===== src/rtl/gb_int_ctrl_if.sv =====
// CPU memory-bus port of the interrupt controller: address/data strobes in,
// read data and read-select back to the CPU-side read mux.
interface gb_int_ctrl_if;
    logic [15:0] address;
    logic [7:0]  wdata;
    logic        store;
    logic        load;
    logic [7:0]  rdata;
    logic        sel;

    modport master (
        output address, wdata, store, load,
        input  rdata, sel
    );

    modport slave (
        input  address, wdata, store, load,
        output rdata, sel
    );
endinterface


===== src/rtl/gb_int_ctrl.sv =====
// Game Boy interrupt controller: IF/IE registers, source edge capture,
// fixed-priority request and vector generation for the CPU core.
module gb_int_ctrl #(
    parameter logic [15:0] IF_ADDR  = 16'hFF0F,
    parameter logic [15:0] IE_ADDR  = 16'hFFFF,
    parameter logic [15:0] VEC_BASE = 16'h0040
) (
    input  logic              clock,
    input  logic              resetn,
    gb_int_ctrl_if.slave      bus,
    input  logic [4:0]        src_i,
    output logic              intreq_o,
    output logic [15:0]       intaddress_o,
    input  logic              intack_i
);

    logic [4:0]  if_q, if_d;
    logic [7:0]  ie_q, ie_d;
    logic [4:0]  src_q;
    logic [15:0] vec_q, vec_d;

    logic [4:0]  rise;
    logic [4:0]  pending;
    logic [4:0]  ack_clr;
    logic [2:0]  win_idx;
    logic        win_valid;
    logic        hit_if, hit_ie;

    assign rise    = src_i & ~src_q;
    assign pending = if_q & ie_q[4:0];
    assign hit_if  = (bus.address == IF_ADDR);
    assign hit_ie  = (bus.address == IE_ADDR);

    // Scan downward so the lowest pending bit is left as the winner.
    always_comb begin
        win_valid = 1'b0;
        win_idx   = 3'd0;
        for (int n = 4; n >= 0; n--) begin
            if (pending[n]) begin
                win_valid = 1'b1;
                win_idx   = 3'(n);
            end
        end
    end

    always_comb begin
        ack_clr = 5'b00000;
        if (intack_i && win_valid) begin
            ack_clr = 5'b00001 << win_idx;
        end
    end

    // Source edges beat CPU writes, which beat the acknowledge clear.
    always_comb begin
        if_d = rise | ((bus.store && hit_if) ? bus.wdata[4:0] : (if_q & ~ack_clr));
        ie_d = (bus.store && hit_ie) ? bus.wdata : ie_q;
        vec_d = vec_q;
        if (intack_i) begin
            vec_d = win_valid ? (VEC_BASE + {10'b0, win_idx, 3'b000}) : 16'h0000;
        end
    end

    always_ff @(posedge clock or negedge resetn) begin
        if (!resetn) begin
            if_q  <= 5'b00000;
            ie_q  <= 8'h00;
            src_q <= 5'b00000;
            vec_q <= 16'h0000;
        end else begin
            if_q  <= if_d;
            ie_q  <= ie_d;
            src_q <= src_i;
            vec_q <= vec_d;
        end
    end

    always_comb begin
        bus.sel   = bus.load && (hit_if || hit_ie);
        bus.rdata = 8'hFF;
        if (bus.load && hit_if) begin
            bus.rdata = {3'b111, if_q};
        end else if (bus.load && hit_ie) begin
            bus.rdata = ie_q;
        end
    end

    assign intreq_o     = |pending;
    assign intaddress_o = vec_q;

endmodule


===== src/flat_wrapper.sv =====
// flat-port wrapper written by rule: the top's interface ports become plain ports
module gb_int_ctrl_flat 
#(
    parameter logic [15:0] IF_ADDR  = 16'hFF0F,
    parameter logic [15:0] IE_ADDR  = 16'hFFFF,
    parameter logic [15:0] VEC_BASE = 16'h0040
)
  (clock, resetn, src_i, intreq_o, intaddress_o, intack_i, bus_address, bus_wdata, bus_store, bus_load, bus_rdata, bus_sel);
  gb_int_ctrl_if bus_i ();
  input  logic clock;
  input  logic resetn;
  input  logic [4:0] src_i;
  output logic intreq_o;
  output logic [15:0] intaddress_o;
  input  logic intack_i;
  input wire logic [$bits(bus_i.address)-1:0] bus_address;
  input wire logic [$bits(bus_i.wdata)-1:0] bus_wdata;
  input wire logic [$bits(bus_i.store)-1:0] bus_store;
  input wire logic [$bits(bus_i.load)-1:0] bus_load;
  output wire logic [$bits(bus_i.rdata)-1:0] bus_rdata;
  output wire logic [$bits(bus_i.sel)-1:0] bus_sel;
  assign bus_i.address = bus_address;
  assign bus_i.wdata = bus_wdata;
  assign bus_i.store = bus_store;
  assign bus_i.load = bus_load;
  assign bus_rdata = bus_i.rdata;
  assign bus_sel = bus_i.sel;
  gb_int_ctrl #(.IF_ADDR(IF_ADDR), .IE_ADDR(IE_ADDR), .VEC_BASE(VEC_BASE)) u_core (.clock(clock), .resetn(resetn), .bus(bus_i), .src_i(src_i), .intreq_o(intreq_o), .intaddress_o(intaddress_o), .intack_i(intack_i));
endmodule

===== config.mk =====
export PLATFORM = sky130hd
export DESIGN_NAME = gb_int_ctrl_flat
export DESIGN_NICKNAME = d
export VERILOG_FILES = /design/src/rtl/gb_int_ctrl_if.sv /design/src/rtl/gb_int_ctrl.sv /design/src/flat_wrapper.sv
export SDC_FILE = /design/constraint.sdc
export NUM_CORES = 1
export LEC_CHECK = 0
export CORE_MARGIN = 8
export CORE_UTILIZATION = 56
export CTS_BUF_LIST = sky130_fd_sc_hd__clkbuf_4
export DETAILED_ROUTE_END_ITERATION = 8
export DONT_BUFFER_PORTS = 1
export GPL_TIMING_DRIVEN = 0
export PLACE_DENSITY = 0.76
export SLEW_MARGIN = 25
export SYNTH_ARGS = -nofsm -noshare
export SYNTH_HDL_FRONTEND = slang
export SYNTH_SLANG_ARGS = --single-unit

===== constraint.sdc =====
create_clock -name clock -period 2.1 [get_ports clock]
set_input_delay 0.525 -clock clock [delete_from_list [all_inputs] [get_ports clock]]
set_output_delay 0.525 -clock clock [all_outputs]
set_load 0.01 [all_outputs]

==> results by group <==
Floorplan
  • FP Rows: 16
  • I/O pins: 60
  • Core area: 1922 um^2
  • Die Y-Extent: 60.77 um
  • Full die area: 3692 um^2
  • Initial Utilization: 58.40%
  • Die width: 60.77 um

Pwr
  • Power, Total: 0.6852 mW
  • Combinational share of power: 7.7%
  • Psw: 0.1652 mW
  • Part of the power in registers: 62.8%
  • Internal power: 0.5200 mW
  • Clk pwr share: 29.5%
  • Switch share: 24.11%
  • Leak: 0.6118 nW
  • PwrDens: 550.9 nW/um^2
  • Max VDD drop: 0.3528 mV

Cells and area
  • Layout area overhead: 10.81%
  • Fraction of final layout cells sized beyond drive strength 1: 17.97%
  • Antenna Cells: 0
  • Nets: 163

Placement
  • Place WS: -216.9 ps
  • IO Port Bufs: 0
  • Final HPWL DP: 2127 um
  • Routability cong.: 0.8633

Status
  • Failing checks: setup timing
  • Status: complete, but fails checks

Yosys
  • Ys async rst share: 100.0%
  • Synthesized area: 1122 um^2
  • Number of flops mapped to enable cells by yosys: 0
  • Cell taking the most area after synthesis: dfrtp_1
  • Largest cells by area after synthesis: dfrtp_1 (49%), buf_4 (8.0%), mux2_1 (8.0%)
  • Yosys reg bits: 22
  • Post-synth top area share: 49.05%
  • Top cells by instance count after synthesis: dfrtp_1 (22), nand2_1 (13), buf_4 (12)
  • Predominant post-synthesis flop cell: dfrtp_1
  • Sequential share of the synthesized area: 49.05%
  • Gate count after technology mapping: 110
  • Yosys warns: 0
  • Syn avg cell area: 10.20 um^2
  • Distinct cells, synth: 23
  • Count leader, synth: dfrtp_1

Clocking
  • Post-CTS Resized: 0
  • Root buffer cell: clkbuf_4
  • Clock sink count: 22
  • CTS Buf Count: 3
  • CTS H-tree lvls: 1
  • Worst-path clk slew: 120 ps
  • CTS Buffer Depth: 2
  • CTS tree: yes
  • Clock Latency Late Sink: 310 ps

Global route
  • GRT Util Overall: 14.60%
  • Initial antenna violation count: 0
  • Vias in the first global route: 871
  • GR Overflow Total: 0
  • Pin count of the biggest net entering global routing: 23
  • First-pass GRT wire length: 4084 um

Worst setup path
  • RR Endpoint: u_core.intaddress_o[6]
  • CP peak stage delay: 530 ps
  • Worst reg-to-reg path cell count: 3
  • Critical R2R Launch: u_core.ie_q[0]
  • Kind of critical path: input port to primary output
  • CP max FO: 6
  • Slowest-stage cell, CP: or4_4
  • R2r setup slk: 670 ps
  • Buf/Inv on CP: 0
  • Crit. End Element: primary output
  • Cell family with most CP delay: simple AND/OR/NAND/NOR gates
  • Critical Path RT: 1570 ps
  • CP Cell Sequence: or4_4, nor3_4, nand2_2, o22a_1
  • Worst Setup Start Kind: input port
  • WP data arrival: 1590 ps

Flow run
  • Max Cap Viol: 0

Timing
  • Finish-stage setup viols: 4
  • Hold Vio Cnt, Final: 0
  • Fin. max-slew vios: 0
  • Worst Skew: 2.602 ps
  • Final Hold Slack: 150.3 ps
  • Max Freq: 0.4722 GHz
  • PnR worst setup slack: -17.66 ps
  • Fin crit period: 2118 ps
  • Crit share post-route: 100.8%
  • RSZ-0062 raised after global routing: yes

Route
  • Drt drc: 0
  • WL/cell: 16.99 um
  • Via density: 5.574
  • Iteration count of the initial detailed-routing pass: 4
  • Total Wirelength: 2634 um
  • DR vias: 864
  • Initial drt markers: 22
  • ANT nets after route: 0

Worst hold path
  • Hold crit path type: input port to async pin
==> how the worst max path moves through the flow <==
| stage | from | to | slack [ps] | cells after the start |
|---|---|---|---|---|
| after floorplan | bus_address[5] | bus_rdata[0] | -40 | 4 |
| final | bus_address[5] | bus_rdata[3] | -20 | 4 |
| after detailed placement | bus_address[5] | bus_rdata[3] | -220 | 4 |
| after global routing | bus_address[5] | bus_rdata[1] | -70 | 4 |
| after CTS | bus_address[5] | bus_rdata[3] | -60 | 4 |
| after global placement | bus_address[5] | bus_rdata[1] | -210 | 4 |
==> metal layers <==
layer	vias up	GRT usage, %	part of all wire (%)
li1	406	-	-
met1	408	16.21	36
met2	47	23.38	49
met3	3	7.627	15
met4	0	4.983	0.80
met5	-	0	0
==> cell families (layout without fill, tap and decap cells) <==
| logic type | after synthesis | in the layout | share of synthesized area (%) |
|---|---|---|---|
| AOI/OAI and AO/OA | 23 | 23 | 14.71 |
| buffers and inverters | 24 | 31 | 12.04 |
| other | 1 | 12 | 0.3341 |
| and+or+nand+nor | 31 | 31 | 14.83 |
| DFF | 22 | 22 | 49.05 |
| muxes | 9 | 9 | 9.030 |
==> flip-flops by register name (all words and copies together) (netlist names) <==
register,count
u_core.ie_q,8
u_core.if_q,5
u_core.src_q,5
u_core.intaddress_o,4
==> what timing repair did <==
item | in CTS | in global routing
pin swaps | 6 | 5
setup endpoints to repair | 6 | 9
hold buffers | 1 | 0
cloned | 0 | 0
endpoints found under the hold margin | 22 | 0
setup buffers | 1 | 1
==> power groups by stage <==
stage / clock network [mW] / logic, mW / registers, mW
4_1_cts: 0.207 / 0.0523 / 0.430
2_1_floorplan: 0 / 0.0397 / 0.438
5_1_grt: 0.225 / 0.0594 / 0.431
3_5_place_dp: 0 / 0.0423 / 0.438
6_report: 0.202 / 0.0527 / 0.430
3_3_place_gp: 0 / 0.0418 / 0.438
==> layout by cell type (no fill, tap or decap), types with 2 or more instances in the layout <==
cell and instances:
clkbuf_4 3, nand2_1 13, o22ai_1 3, o22a_1 5
mux2_1 8, a22oi_1 2, buf_4 14, nand4_1 4
nand3_1 4, or2_1 3, conb_1 12, dfrtp_1 22
o21ai_0 2, a32oi_1 6, o21ai_1 5, nor2_1 2
inv_1 11
==> area by class of cell <==
class | instances | area (um^2)
fill | 163 | 678.2
sequential | 22 | 550.5
multi-input combinational | 75 | 478.0
buffer | 13 | 93.84
inverter | 11 | 41.29
tap | 27 | 33.78
clock buffer | 3 | 22.52
timing repair buffer | 3 | 20.02
clock inverter | 1 | 3.754
==> metrics by stage <==
stage	setup TNS (ps)	instances	cell area, um^2	utilization, %
after floorplan	-221.8	121	1164	-
after global placement	-1141	148	1197	62.30
after detailed placement	-1162	148	1197	62.30
after CTS	-247.7	154	1241	64.58
after global routing	-430.2	155	1244	64.71
final	-47.46	155	1244	64.71
==> worst reg2reg max path, cell delays in order, from the launching register on <==
cell     delay [ps]
dfrtp_1         440
a22oi_1         340
nand3_1         230
mux2_2          310
Note: power is estimated with default switching activity, not from simulation.
